File: src/rtl/calc_pkg.sv
// Shared display constants and types for the calculator's 7-segment output path.
package calc_pkg;

  localparam int unsigned NUM_DIGITS  = 4;
  localparam int unsigned MAX_OPERAND = 9999;

  typedef logic [3:0] bcd_t;

  // Active-low segment patterns, bit order {g,f,e,d,c,b,a}
  localparam logic [6:0] SEG_BLANK = 7'h7F;
  localparam logic [6:0] SEG_DASH  = 7'h3F;
  localparam logic [6:0] SEG_DIGIT [0:9] = '{
    7'h40, 7'h79, 7'h24, 7'h30, 7'h19,
    7'h12, 7'h02, 7'h78, 7'h00, 7'h10
  };

  typedef enum logic [0:0] {
    StIdle,
    StShift
  } conv_state_e;

  // Non-decimal nibbles cannot come out of the converter; show them blank regardless
  function automatic logic [6:0] seg_of_digit(input bcd_t d);
    logic [6:0] pat;
    case (d)
      4'd0:    pat = SEG_DIGIT[0];
      4'd1:    pat = SEG_DIGIT[1];
      4'd2:    pat = SEG_DIGIT[2];
      4'd3:    pat = SEG_DIGIT[3];
      4'd4:    pat = SEG_DIGIT[4];
      4'd5:    pat = SEG_DIGIT[5];
      4'd6:    pat = SEG_DIGIT[6];
      4'd7:    pat = SEG_DIGIT[7];
      4'd8:    pat = SEG_DIGIT[8];
      4'd9:    pat = SEG_DIGIT[9];
      default: pat = SEG_BLANK;
    endcase
    return pat;
  endfunction

endpackage

File: src/rtl/bin2bcd_seq.sv
// Sequential double-dabble converter: captures a new operand whenever it differs from the
// last one converted, shifts one bit per clock, and publishes four BCD digits plus an
// out-of-range flag when done. Inputs changing mid-conversion are picked up afterwards.
module bin2bcd_seq
  import calc_pkg::*;
#(
  parameter int unsigned BIN_W = 14
) (
  input  logic             clk,
  input  logic             rst,
  input  logic [BIN_W-1:0] bin,
  output logic             busy,
  output logic [15:0]      bcd,
  output logic             ovf
);

  localparam int unsigned BcdW = 4 * NUM_DIGITS;
  localparam int unsigned SrW  = BcdW + BIN_W;
  localparam int unsigned CntW = $clog2(BIN_W);

  conv_state_e      state_q, state_d;
  logic [BIN_W-1:0] cap_q, cap_d;
  logic [SrW-1:0]   sr_q, sr_d;
  logic [CntW-1:0]  cnt_q, cnt_d;
  logic             busy_q, busy_d;
  logic [BcdW-1:0]  bcd_q, bcd_d;
  logic             ovf_q, ovf_d;

  logic [SrW-1:0]   sr_adj;
  logic [SrW-1:0]   sr_shift;

  // Add-3 correction on every BCD nibble, then the one-bit shift
  always_comb begin
    sr_adj = sr_q;
    for (int i = 0; i < int'(NUM_DIGITS); i++) begin
      if (sr_q[BIN_W + 4*i +: 4] >= 4'd5) begin
        sr_adj[BIN_W + 4*i +: 4] = sr_q[BIN_W + 4*i +: 4] + 4'd3;
      end
    end
    sr_shift = {sr_adj[SrW-2:0], 1'b0};
  end

  // Next-state: capture on a changed operand, shift BIN_W times, then publish
  always_comb begin
    state_d = state_q;
    cap_d   = cap_q;
    sr_d    = sr_q;
    cnt_d   = cnt_q;
    busy_d  = busy_q;
    bcd_d   = bcd_q;
    ovf_d   = ovf_q;
    case (state_q)
      StIdle: begin
        if (bin != cap_q) begin
          cap_d   = bin;
          sr_d    = {{BcdW{1'b0}}, bin};
          cnt_d   = '0;
          busy_d  = 1'b1;
          state_d = StShift;
        end
      end
      StShift: begin
        sr_d  = sr_shift;
        cnt_d = cnt_q + 1'b1;
        if (cnt_q == CntW'(BIN_W - 1)) begin
          bcd_d   = sr_shift[SrW-1 -: BcdW];
          ovf_d   = (32'(cap_q) > MAX_OPERAND);
          busy_d  = 1'b0;
          state_d = StIdle;
        end
      end
      default: state_d = StIdle;
    endcase
  end

  // State register with synchronous reset
  always_ff @(posedge clk) begin
    if (rst) begin
      state_q <= StIdle;
      cap_q   <= '0;
      sr_q    <= '0;
      cnt_q   <= '0;
      busy_q  <= 1'b0;
      bcd_q   <= '0;
      ovf_q   <= 1'b0;
    end else begin
      state_q <= state_d;
      cap_q   <= cap_d;
      sr_q    <= sr_d;
      cnt_q   <= cnt_d;
      busy_q  <= busy_d;
      bcd_q   <= bcd_d;
      ovf_q   <= ovf_d;
    end
  end

  assign busy = busy_q;
  assign bcd  = bcd_q;
  assign ovf  = ovf_q;

endmodule

File: src/rtl/seg7_display_driver.sv
// Four-digit multiplexed common-anode display driver: converts the operand to BCD and
// scans one digit per refresh slot, with optional leading-zero blanking and a dash
// pattern for out-of-range values.
module seg7_display_driver
  import calc_pkg::*;
#(
  parameter int unsigned REFRESH_DIV = 100000,
  parameter int unsigned BIN_W       = 14
) (
  input  logic             clk,
  input  logic             rst,
  input  logic [BIN_W-1:0] value,
  input  logic             blank_lz,
  output logic             busy,
  output logic             overflow,
  output logic [6:0]       seg,
  output logic             dp,
  output logic [3:0]       an
);

  localparam int unsigned CntW = (REFRESH_DIV > 1) ? $clog2(REFRESH_DIV) : 1;

  logic [15:0]           bcd;
  logic [CntW-1:0]       refresh_q, refresh_d;
  logic [1:0]            idx_q, idx_d;
  logic [3:0]            an_q, an_d;
  logic [6:0]            seg_q, seg_d;
  logic                  wrap;
  logic [1:0]            idx_next;
  bcd_t                  digit;
  logic [NUM_DIGITS-1:0] zero_from;

  bin2bcd_seq #(
    .BIN_W(BIN_W)
  ) u_conv (
    .clk (clk),
    .rst (rst),
    .bin (value),
    .busy(busy),
    .bcd (bcd),
    .ovf (overflow)
  );

  // zero_from[i]: digits i..3 are all zero, i.e. digit i is a leading zero
  always_comb begin
    zero_from = '0;
    zero_from[NUM_DIGITS-1] = (bcd[4*(NUM_DIGITS-1) +: 4] == 4'd0);
    for (int i = int'(NUM_DIGITS) - 2; i >= 1; i--) begin
      zero_from[i] = zero_from[i+1] && (bcd[4*i +: 4] == 4'd0);
    end
  end

  // Refresh counter and pattern for the digit about to be lit
  always_comb begin
    wrap      = (refresh_q == CntW'(REFRESH_DIV - 1));
    refresh_d = wrap ? '0 : refresh_q + 1'b1;
    idx_next  = idx_q + 2'd1;
    digit     = bcd[{idx_next, 2'b00} +: 4];
    idx_d     = idx_q;
    an_d      = an_q;
    seg_d     = seg_q;
    if (wrap) begin
      idx_d = idx_next;
      an_d  = ~(4'b0001 << idx_next);
      if (overflow) begin
        seg_d = SEG_DASH;
      end else if (blank_lz && (idx_next != 2'd0) && zero_from[idx_next]) begin
        seg_d = SEG_BLANK;
      end else begin
        seg_d = seg_of_digit(digit);
      end
    end
  end

  // Registered scan outputs so only one anode is ever active
  always_ff @(posedge clk) begin
    if (rst) begin
      refresh_q <= '0;
      idx_q     <= '0;
      an_q      <= 4'b1111;
      seg_q     <= SEG_BLANK;
    end else begin
      refresh_q <= refresh_d;
      idx_q     <= idx_d;
      an_q      <= an_d;
      seg_q     <= seg_d;
    end
  end

  assign an  = an_q;
  assign seg = seg_q;
  assign dp  = 1'b1;

endmodule

File: config.mk
export PLATFORM = sky130hd
export DESIGN_NAME = seg7_display_driver
export DESIGN_NICKNAME = d
export VERILOG_FILES = /design/src/rtl/calc_pkg.sv /design/src/rtl/bin2bcd_seq.sv /design/src/rtl/seg7_display_driver.sv
export SDC_FILE = /design/constraint.sdc
export NUM_CORES = 1
export LEC_CHECK = 0
export CORE_MARGIN = 4
export CORE_UTILIZATION = 33
export DETAILED_ROUTE_END_ITERATION = 8
export PLACE_DENSITY_LB_ADDON = 0.12
export REMOVE_ABC_BUFFERS = 1
export SLEW_MARGIN = 10
export SYNTH_ARGS = -nofsm -noshare
export SYNTH_HDL_FRONTEND = slang
export SYNTH_SLANG_ARGS = --single-unit
File: constraint.sdc
create_clock -name clk -period 6.8 [get_ports clk]
set_input_delay 1.36 -clock clk [delete_from_list [all_inputs] [get_ports clk]]
set_output_delay 1.36 -clock clk [all_outputs]
set_load 0.05 [all_outputs]
# Word level (Yosys, flattened, before mapping)
# Memories as Yosys holds them, arrays and structs flattened.
# Index checks and enable logic that the tools add are counted.
[word_totals]
reg_bits = 97
romBits = 112
in_bits = 17
out_inout_bits = 14
wordCells = 64
n_memories = 1
[classes]
n_addsub = 7
n_lt_le_gt_ge = 6
eq_ne = 5
n_shift = 2
n_mux = 18
bitwise = 2
reduce_logical = 12
[memory_table]
columns = ["memory", "depth", "word_bits", "read_ports", "rd_ports_with_merged_regs", "wr", "line_no", "text"]
rows = [
  ["(name not given)", 16, 7, 1, 0, 0, "calc_pkg.sv:25", "case (d)"],
]
[op_table]
columns = ["op", "count"]
rows = [
  ["one-hot mux 30 bit (2 select lines)", 1],
  ["2-to-1 mux 30 bit", 1],
  ["adder 17 x 1 -> 17 bit (second input constant)", 1],
  ["equality test 17 bit (second input constant)", 1],
  [">= comparator 4 x 3 -> 1 bit (second input constant)", 4],
  ["2-to-1 mux 4 bit", 4],
  ["variable part select 16 x 5 -> 4 bit", 1],
  ["> comparator 14 bit (second input constant)", 1],
  ["2-to-1 mux 7 bit", 2],
  ["inequality test 14 bit", 1],
  ["adder 4 x 2 -> 4 bit (second input constant)", 3],
  ["zero test 4 bit", 3],
  ["one-hot mux 4 bit (2 select lines)", 1],
  ["AND reduction 2 bit", 3],
  ["2-to-1 mux 1 bit", 5],
  ["adder 4 x 1 -> 4 bit (second input constant)", 1],
  ["equality test 4 bit (second input constant)", 1],
  ["logical AND 1 bit", 4],
  ["NOT 4 bit", 1],
  ["one-hot mux 1 bit (2 select lines)", 2],
  ["<< shifter 1 x 2 -> 4 bit (first input constant)", 1],
  ["adder 3 x 2 -> 3 bit (second input constant)", 1],
  ["less-than comparator 2 x 3 -> 1 bit (second input constant)", 1],
  ["2-to-1 mux 3 bit", 1],
  ["7 further kinds", 7],
]

# Logic depth before layout (Yosys ltp)
# Gate-level depths: netlist of the first run.
[depth]
ltp_word = 8
ltp_mapped = 9
depth_no_buf = 8

# Hierarchy
# A second synthesis of the first run with hierarchy kept.
[hier_totals]
hier_cells = 561
hier_area_um2 = 4884.7
[modules_own_cells]
columns = ["module", "n_inst", "cells_each", "area_per_inst_um2", "seq_area_each_um2"]
rows = [
  ["bin2bcd_seq", 1, 376, 3219.3, 1341.3],
  ["seg7_display_driver", 1, 185, 1665.3, 600.6],
]

# Least setup slack after synthesis of the first run
# OpenSTA, ideal clock, no wires.
[synth_path]
kind = "input to register"
from = "input port value[1]"
to = "register u_conv.sr_q[10]"
setup_time_ns = 0.126
arrival_ns = 2.476
required_ns = 6.674
path_slack_ns = 4.199
cell_stages = 7
n_path_buf = 2
path_cell_list = "xnor2_1 nand4_1 nor4_2 buf_4 buf_8 mux2i_1 o21ai_1"
[synth_via]
elab_chain_len = 2
[synth_rtl]
columns = ["item", "line_no", "text"]
rows = [
  ["from (decl)", "seg7_display_driver.sv:12", "input logic [BIN_W-1:0] value,"],
  ["inequality test 14 bit", "bin2bcd_seq.sv:54", "if (bin != cap_q) begin"],
  ["inequality test 2 x 1 -> 1 bit (no source line)", "-", ""],
  ["to (signal assigned)", "bin2bcd_seq.sv:89", "sr_q <= sr_d;"],
  ["to (decl)", "bin2bcd_seq.sv:23", "logic [SrW-1:0] sr_q, sr_d;"],
]
# No other way between the ends.
# A chain may end at the register's enable or synchronous reset.

# Worst setup path after layout of the first run
[layout_path]
from = "input port value[10]"
to = "register u_conv.cap_q[11]"
[layout_via]
elab_chain_len = 2
[layout_rtl]
columns = ["item", "line_no", "text"]
rows = [
  ["inequality test 14 bit", "bin2bcd_seq.sv:54", ""],
  ["AND reduction 2 bit (no source line)", "-", ""],
  ["to (signal assigned)", "bin2bcd_seq.sv:88", "cap_q <= cap_d;"],
  ["to (decl)", "bin2bcd_seq.sv:22", "logic [BIN_W-1:0] cap_q, cap_d;"],
]
# No other way between the ends.

==> metrics.md, run 1 <==
| Metric | Value |
|---|---|
| Outcome | finished, final reports clean |
| Post-synth cell types | 47 |
| Vias | approximately 3700 |
| Layout area overhead | 14.2% |
| R2R Path End | seg[3]$_SDFFE_PP1N_ |
| CP startpoint | value[10] |
| Clock Tree Buf Depth | 2 |
| Grt ovf | 0 |
| Initial antenna violation count | 0 |
| R2R Setup Slk | 4.18 ns |
| WS Path Type | in2reg |
| Syn avg cell area | roughly 8.7 µm² |
| GP Congestion | ~0.75 |
| Max IR drop VDD | approximately 0.1 mV |
| Clock Power Share | 43.2% |
| Final core occ | about two fifths |
| Tmin final | roughly 3.2 ns |
| Top cells by count, synth | 97 x dfxtp_1, 62 x nand2_1, 42 x nor2_1 |
| Leading area contributor after synthesis | dfxtp_1 |
| Cells on worst reg2reg path | 8 |
| Setup TNS | 0 ns |
| Leakage | ~1.9 nW |
| Hold_sp | refresh_q[0]$_SDFF_PP0_ |
| Total CTS buffers | 9 |
| Largest net degree at the start of global routing | 36 |
| Rel. slew slack | 38.9% |
| RSZ-0062 raised after global routing | no |
| Chip width | ~130 µm |
| Top-count cell post-synth | dfxtp_1 |
| Final hold vios | 0 |
| Async set-reset flop share out of synthesis | 0% |
| Die ar. | approximately 0.016 mm² |
| Fraction of power spent switching nets | 22.7% |
| Crit path to | u_conv.cap_q[11]$_SDFFE_PP0P_ |
| WP data required | between 7 and 8 ns |
| Top cells by area, synth | dfxtp_1 41%, ha_1 5.3%, nand2_1 4.9%, xnor2_1 4.5%, a21oi_1 3.6% |
| Combinational share of power | under 10% |
| DRC | 0 |
| Clock sinks | between 90 and 100 |
| Post-Layout Cell Count | around 740 |
| Post-DP Area | just over 0.005 mm² |
| Top Ports | 31 |
| Worst-path clk slew | about 0.06 ns |
| Worst-Margin Slew | 0.913 ns |
| R2r startpoint | idx_q[0]$_SDFFE_PP0N_ |
| Seq/Total Area, Yosys | between 40% and 50% |
| Post-DP HPWL | 7.44 mm |
| Post-route cell area | roughly 0.0054 mm² |
| Fmax | 0.317 GHz |
| Max H-tree Level | 3 |
| Total power | 1.16 mW |
| Crit path max fanout | 28 |
| Period Utilization, post-route | between 40% and 50% |
| TritonRoute pass-1 iters | 4 |
| Post-synth EDFFs | 0 |
| Share of the synthesized area in the top cell type | approximately two fifths |
| Final Max Slew Viols | 0 |
| Fin nets | ~600 |
| Routed vias/inst | just over 5 |
| Top FF cell, synth | dfxtp_1 |
| Clk_lat worst skew | approximately 0.34 ns |
| Detailed Route WL | 10.6 mm |
| Initial DRC Count | between 200 and 250 |
| Pwr dens | 216 mW/mm² |
| Max-cap violations | 0 |
| Final setup vio count | 0 |
| Filler cell count | 1424 |
| Net Switching | between 0.2 and 0.3 mW |
| Die H | ~130 µm |
| Synthesized area | approximately 0.0047 mm² |
| Cells after Synth | approximately 540 |
| Routed length per placed instance | between 10 and 15 µm |
| Vias in the first global route | approximately 3600 |
| YS warnings | 0 |
| Initial cell density of the core | about a third |
| First-pass GRT wire length | 18.1 mm |
| Critical Path AT | between 3 and 4 ns |
| Buffers on Ports | 29 |
| CTS Hold Bufs | 0 |
| GRT Util Overall | between 10% and 20% |
| Yosys reg bits | 97 |
| CORE AREA | 0.0139 mm² |
| Root Driver | clkbuf_16 |
| Skew final | 0.0123 ns |
| Inst Count DP | a little over 700 |
| N_diodes | 0 |
| CTS tree | built |
| CP startpoint kind | input port |
| Pint | around 0.9 mW |
| Crit. End Element | register |
| Share of power burned in registers | between 50% and 60% |
| Worst min path class | reg2reg |
| Share of cells above drive strength 1 | 5.94% |
| Post-CTS sizing | 0 |
| Final ANT Viol Nets | 0 |
| Rows | 43 |
| Setup bufs post-CTS | 0 |
-- metrics by stage --
| stage | setup slack [ns] | hold slack [ns] |
|---|---|---|
| global placement | 3.32 | 0.424 |
| global route | 3.45 | 0.463 |
| finish | 3.64 | 0.436 |
| CTS | 3.62 | 0.440 |
| floorplan | 1.90 | 0.413 |
| detailed placement | 3.26 | 0.430 |
-- critical path, cell delays in order --
cell and delay (ns):
clkdlybuf4s50_1 0.54, xnor2_1 0.15, nand4_1 0.15, nor4_4 0.31
buf_4 0.35, nor2_1 0.27, o32ai_1 0.27
-- registers in the layout, indices dropped and copies added, names as in the netlist, 2 cells and up --
name and flops:
refresh_q 17, an 4, idx_q 2, seg 7, u_conv.cap_q 14, u_conv.sr_q 30, u_conv.bcd 16, u_conv.cnt_q 4
-- power by group through the flow --
stage          clock, mW  combinational, mW  sequential [mW]
6_report           0.501             0.0680            0.591
3_5_place_dp           0             0.0687            0.604
3_3_place_gp           0             0.0680            0.604
2_1_floorplan          0             0.0352            0.603
5_1_grt            0.543             0.0761            0.593
4_1_cts            0.522             0.0691            0.591
-- logic make-up after synthesis --
| group | count (synthesis) | synth area share (%) |
|---|---|---|
| buf+inv | 58 | 5.77 |
| flops | 97 | 41.3 |
| mux | 19 | 5.11 |
| simple gates | 206 | 22.1 |
| other cells | 1 | 0.0797 |
| xor+xnor | 37 | 6.89 |
| fa+ha+maj | 20 | 5.32 |
| compound gates | 100 | 13.5 |
-- worst min-delay path by stage --
stage	to	slack [ns]	cells past startpoint
global placement	refresh_q[0]$_SDFF_PP0_	0.42	1
floorplan	refresh_q[0]$_SDFF_PP0_	0.41	1
finish	refresh_q[0]$_SDFF_PP0_	0.44	1
CTS	refresh_q[0]$_SDFF_PP0_	0.44	1
global route	refresh_q[0]$_SDFF_PP0_	0.46	1
detailed placement	refresh_q[0]$_SDFF_PP0_	0.43	1
-- placed cells by master (no fill, tap or decap), types with 9 or more instances in the layout --
cell | netlist | layout
inv_1 | 24 | 24
a211oi_1 | 12 | 12
a21oi_1 | 34 | 34
nor2_1 | 42 | 42
nand2b_1 | 15 | 15
clkbuf_16 | 0 | 9
ha_1 | 20 | 20
nand2_1 | 62 | 62
xnor2_1 | 24 | 24
xor2_1 | 13 | 13
nand3_1 | 31 | 31
o21ai_0 | 18 | 18
dfxtp_1 | 97 | 97
mux2i_1 | 15 | 15
clkdlybuf4s50_1 | 0 | 28
-- final cells by class --
type                       instances  area, µm²  area share [%]
clock buffer                      14        244            4.54
clock inverter                     2       38.8           0.722
inverter                          25       93.8            1.75
multi-input combinational        383       2500            46.5
sequential                        97       1940            36.1
tap                              180        225            4.19
timing repair buffer              35        330            6.15
-- routing by layer --
metal  up-vias  track usage (%)  share of wire [%]  wire length (µm)
li1       1893                -                  -                 -
met1      1759             19.5                 52              5480
met2        46             20.5                 44              4640
met3        12             2.47                2.6               279
met4         0             5.24                1.7               179
met5         -                0                  0                 0
Note: power is estimated with default switching activity, not from simulation.
==> inputs of run 2 (changes only) <==
clock period = 2.9 ns   (was 6.8 ns; I/O delays follow)
==> run 2 against run 1 <==
  * First-iteration DRC count rose by 11%
  * Sequential share of layout area down 0.42 points
  * Utilization is 0.46 points higher
  * Cell area grew 1.2%
  * Global-route usage barely moved
  * Sequential power up 140%
  * Die area unchanged
  * Routed wire length fell by 0.52%
  * Power rose by 130%
  * Highest routed layer unchanged
==> metrics.md, run 2 (synthesis gave the netlist of run 1 again) <==
| Metric | Value |
|---|---|
| Share of cells above drive strength 1 | about 7.5% |
| Routed length per placed instance | ~14 µm |
| CP startpoint kind | input port |
| Clock sinks | 97 |
| Final ANT Viol Nets | 0 |
| Setup bufs post-CTS | 0 |
| GP Congestion | 0.786 |
| WS Path Type | in2reg |
| Initial cell density of the core | between 30 and 40% |
| GRT Util Overall | 13.7% |
| Pwr dens | around 500 mW/mm² |
| Final hold vios | 0 |
| Final worst slack | 0.560 ns |
| Chip width | about 130 µm |
| Period Utilization, post-route | approximately four fifths |
| Fin nets | a little under 600 |
| Fraction of power spent switching nets | a little under a quarter |
| TritonRoute pass-1 iters | 4 |
| Leakage | approximately 1.9 nW |
| Initial DRC Count | 227 |
| Worst-Margin Slew | 0.889 ns |
| Most common cell after layout, fill and taps aside | dfxtp_1 |
| Vias | roughly 3700 |
| Post-route cell area | 0.00544 mm² |
| DRC | 0 |
| Max IR drop VDD | about 0.23 mV |
| Rows | 43 |
| Slowest-stage cell, CP | clkdlybuf4s50_1 |
| Crit. End Element | register |
| CTS Hold Bufs | 0 |
| CP dominant cell by count | buf_4 |
| Worst slack, placed | 0.222 ns |
| Tmin final | about 2.3 ns |
| Largest net degree at the start of global routing | 32 |
| Critical Path AT | between 2 and 3 ns |
| Layout area overhead | 15.6% |
| CORE AREA | roughly 0.014 mm² |
| CP startpoint | value[10] |
| Hold_ws | around 0.43 ns |
| CTS tree | built |
| R2r startpoint | idx_q[1]$_SDFFE_PP0N_ |
| Crit path max fanout | 14 |
| Post-DP HPWL | about 7.6 mm |
| Max-cap violations | 0 |
| Outcome | finished, final reports clean |
| Fmax | around 0.43 GHz |
| Detailed Route WL | 10.5 mm |
| Vias in the first global route | between 3000 and 4000 |
| Final Max Slew Viols | 0 |
| Root Driver | clkbuf_16 |
| Share of power burned in registers | between 50% and 60% |
| Skew final | slightly above 0.01 ns |
| Initial antenna violation count | 0 |
| Clk_lat worst skew | between 0.3 and 0.4 ns |
| Hold_sp | refresh_q[0]$_SDFF_PP0_ |
| M2 GR Usage | between 20% and 30% |
| Grt ovf | 0 |
| Largest register FFs | 30 |
| Net Switching | 0.613 mW |
| Worst-path clk slew | about 0.06 ns |
| Rel. slew slack | 40.5% |
| Combinational share of power | between 6 and 7% |
| Clock Power Share | ~43% |
| Pint | roughly 2.1 mW |
| Total CTS buffers | 9 |
| Global routing met3 resource utilization | 3.18% |
| Die ar. | roughly 0.016 mm² |
| Max stage delay on crit path | 0.53 ns |
| Buffers on Ports | 29 |
| Met1 Resource Use GR | a little under a fifth |
| Biggest register | u_conv.sr_q |
| Most frequent cells in the layout | 97 x dfxtp_1, 62 x nand2_1, 41 x nor2_1 |
| Routed vias/inst | between 4 and 5 |
| Max H-tree Level | 3 |
| Post-DP Area | roughly 0.0052 mm² |
| N_diodes | 0 |
| First-pass GRT wire length | 17.7 mm |
| Worst min path class | reg2reg |
| RSZ-0062 raised after global routing | no |
| Die H | roughly 130 µm |
| WP data required | 3.15 ns |
| Top Ports | 31 |
| Clock Tree Buf Depth | 2 |
| Final setup vio count | 0 |
| Global routing's busiest layer | met2 |
| Crit path cell chain | clkdlybuf4s50_1 > xnor2_1 > nand4_1 > nor4_4 > buf_4 > nor2_1 > buf_4 > o32ai_1 |
| Total power | between 2 and 3 mW |
| Post-CTS sizing | 0 |
## run 2: power groups by stage
stage / Clock [mW] / Sequential, mW / Combinational [mW]
2_1_floorplan: 0 / 1.42 / 0.0825
3_3_place_gp: 0 / 1.42 / 0.165
3_5_place_dp: 0 / 1.42 / 0.167
4_1_cts: 1.21 / 1.39 / 0.168
5_1_grt: 1.26 / 1.39 / 0.186
6_report: 1.16 / 1.39 / 0.166
## run 2: final timing paths
path,to,slack (ns),cells after the start
worst max-delay path,u_conv.cap_q[6]$_SDFFE_PP0P_,0.56,8
worst min-delay path,refresh_q[0]$_SDFF_PP0_,0.43,1
worst max register to register,seg[3]$_SDFFE_PP1N_,0.59,8
worst min register to register,refresh_q[0]$_SDFF_PP0_,0.43,1
## run 2: per-stage QoR
| stage | setup TNS [ns] | util (%) | std cells |
|---|---|---|---|
| floorplan | -39.46 | - | 505 |
| global placement | 0 | 37.0 | 727 |
| detailed placement | 0 | 37.0 | 727 |
| CTS | 0 | 39.0 | 742 |
| global route | 0 | 39.0 | 742 |
| finish | 0 | 39.0 | 742 |
## run 2: layer usage
| layer | part of all wire [%] | vias up |
|---|---|---|
| li1 | - | 1904 |
| met1 | 50 | 1754 |
| met2 | 45 | 39 |
| met3 | 2.8 | 10 |
| met4 | 1.7 | 0 |
| met5 | 0 | - |
## run 2: cell type report
type | count | area [µm²]
Clock buffer | 12 | 236
Clock inverter | 3 | 42.5
Fill cell | 1409 | 8500
Inverter | 25 | 93.8
Multi-Input combinational cell | 383 | 2500
Sequential cell | 97 | 1940
Tap cell | 180 | 225
Timing Repair Buffer | 42 | 395
## run 2: worst max-delay path, delay by kind of cell
family | cells | cell delay, ns
simple gates | 3 | 0.62
xor+xnor | 1 | 0.16
buf+inv | 3 | 0.99
compound gates | 1 | 0.23
==> inputs of run 3 (changes only) <==
clock period = 2.05 ns   (was 2.9 ns; I/O delays follow)
==> run 3 against run 2 <==
  * Combinational power increased by 55%
  * Utilization increased by 2.7 points
  * Clock power increased by 47%
  * Critical path type is now reg2reg
  * Largest cell class unchanged
  * Largest power group unchanged
==> metrics.md, run 3 (synthesis gave the netlist of run 1 again) <==
| Metric | Value |
|---|---|
| Initial DRC Count | roughly 150 |
| Final Max Slew Viols | 0 |
| Met1 Resource Use GR | 19.1% |
| Final ANT Viol Nets | 0 |
| Final core occ | 41.7% |
| Outcome | finished, final reports clean |
| N_diodes | 0 |
| DRC | 0 |
| Period Utilization, post-route | a little over nine tenths |
| Post-DP Area | around 0.0054 mm² |
| Setup TNS | 0 ns |
| Detailed Route WL | between 10 and 15 mm |
| M2 GR Usage | a little under a quarter |
| Clock Tree Buf Depth | 2 |
| Routed vias/inst | approximately 5 |
| Clk_lat worst skew | about 0.35 ns |
| Routed length per placed instance | approximately 14 µm |
| CP startpoint kind | register |
| Largest register FFs | 30 |
| Tmin final | around 2.0 ns |
| Rows | 43 |
| Largest net degree at the start of global routing | 27 |
| GRT Util Overall | between 10 and 15% |
| CP startpoint | idx_q[1]$_SDFFE_PP0N_ |
| Post-route cell area | 0.00581 mm² |
| Hold Path Depth | 3 |
| Total CTS buffers | 9 |
| Die ar. | 0.0162 mm² |
| R2r startpoint | idx_q[1]$_SDFFE_PP0N_ |
| Leakage | approximately 2.2 nW |
| Grt ovf | 0 |
| Rel. slew slack | 35.5% |
| Final hold vios | 0 |
| Worst-Margin Slew | roughly 0.96 ns |
| Global routing's busiest layer | met2 |
| Worst min path class | in2reg |
| Biggest register | u_conv.sr_q |
| WP data required | approximately 2.3 ns |
| Skew final | 0.00987 ns |
| Top Ports | 31 |
| Vias | slightly below 4000 |
| Hold_sp | value[13] |
| Cells on worst reg2reg path | 8 |
| CORE AREA | about 0.014 mm² |
| Buffers on Ports | 29 |
| CTS tree | built |
| Worst-path clk slew | roughly 0.070 ns |
| Chip width | around 130 µm |
| Post-DP HPWL | roughly 8.0 mm |
| Global routing met3 resource utilization | ~3.2% |
| RSZ-0062 raised after global routing | yes |
| Share of cells above drive strength 1 | between 15 and 20% |
| Fmax | slightly below 0.5 GHz |
| Clock sinks | between 90 and 100 |
| Max IR drop VDD | approximately 0.37 mV |
| Pwr dens | 675 mW/mm² |
| Layout area overhead | 23.6% |
| Hold_ws | ~0.41 ns |
| Die H | 127 µm |
| Root Driver | clkbuf_16 |
| Fin nets | approximately 630 |
| TritonRoute pass-1 iters | 4 |
| Initial cell density of the core | between 30% and 40% |
| Initial antenna violation count | 0 |
| Most frequent cells in the layout | 95 x dfxtp_1, 62 x nand2_1, 42 x nor2_1 |
| Final setup vio count | 0 |
| Crit path max fanout | 6 |
| Vias in the first global route | roughly 3800 |
| Critical Path AT | 2.30 ns |
| WS Path Type | reg2reg |
| First-pass GRT wire length | roughly 19 mm |
| Max-cap violations | 0 |
| Final worst slack | 0.0399 ns |
| Most common cell after layout, fill and taps aside | dfxtp_1 |
| Max H-tree Level | 3 |
| GP Congestion | roughly 0.77 |
| Worst slack, placed | -0.438 ns |
| Crit. End Element | register |
==> run 3: changes by cell type in the layout (fill, tap and decap cells not counted), moves of 3 or more <==
cell,before,now
a2bb2oi_1,7,0
a2bb2oi_2,0,7
buf_4,12,39
buf_6,0,4
clkdlybuf4s50_1,28,24
dlymetal6s2s_1,0,4
ha_1,20,17
inv_1,24,20
o21ai_0,18,15
==> run 3: final cells by class <==
class | count | area (µm²)
tap | 180 | 225
clock buffer | 10 | 229
multi-input combinational | 383 | 2600
inverter | 25 | 98.8
sequential | 97 | 1940
clock inverter | 6 | 67.6
fill | 1385 | 8120
timing repair buffer | 73 | 648
==> run 3: repair_timing <==
item / in CTS / in global routing
setup buffers: 0 / 3
resized for setup: 10 / 28
setup endpoints to repair: 17 / 46
hold buffers: 0 / 0
cloned: 0 / 0
pin swaps: 4 / 16
==> run 3: worst max-delay path, cell delays in order, from the launching register on <==
cell and delay (ns):
dfxtp_2 0.33, inv_2 0.05, ha_4 0.31, mux4_2 0.56, inv_2 0.14, ha_1 0.25, nor2_1 0.12, o21ai_2 0.07
a2bb2oi_2 0.12
==> run 3: metal layers <==
metal  up-vias  part of all wire, %
met2        39                   47
met3        11                  2.6
li1       1969                    -
met4         0                  1.3
met1      1841                   49
met5         -                    0
==> run 3: where the power goes <==
part           switching (mW)  internal (mW)  leakage (nW)
sequential             0.0315           1.93         0.790
clock                   0.757          0.951         0.139
combinational           0.142          0.115          1.23
total                   0.931           2.99          2.16
==> run 3: worst paths after layout <==
path | endpoint | slack, ns
setup / recovery | seg[3]$_SDFFE_PP1N_ | 0.04
hold / removal | u_conv.sr_q[13]$_SDFFE_PP0P_ | 0.41
setup reg to reg | seg[3]$_SDFFE_PP1N_ | 0.04
hold reg to reg | refresh_q[0]$_SDFF_PP0_ | 0.44
==> run 3: metrics by stage <==
step / power, mW / cells
after floorplan: 2.12 / 505
after global placement: 2.25 / 755
after detailed placement: 2.26 / 755
after CTS: 4.00 / 771
after global routing: 4.10 / 774
final: 3.92 / 774
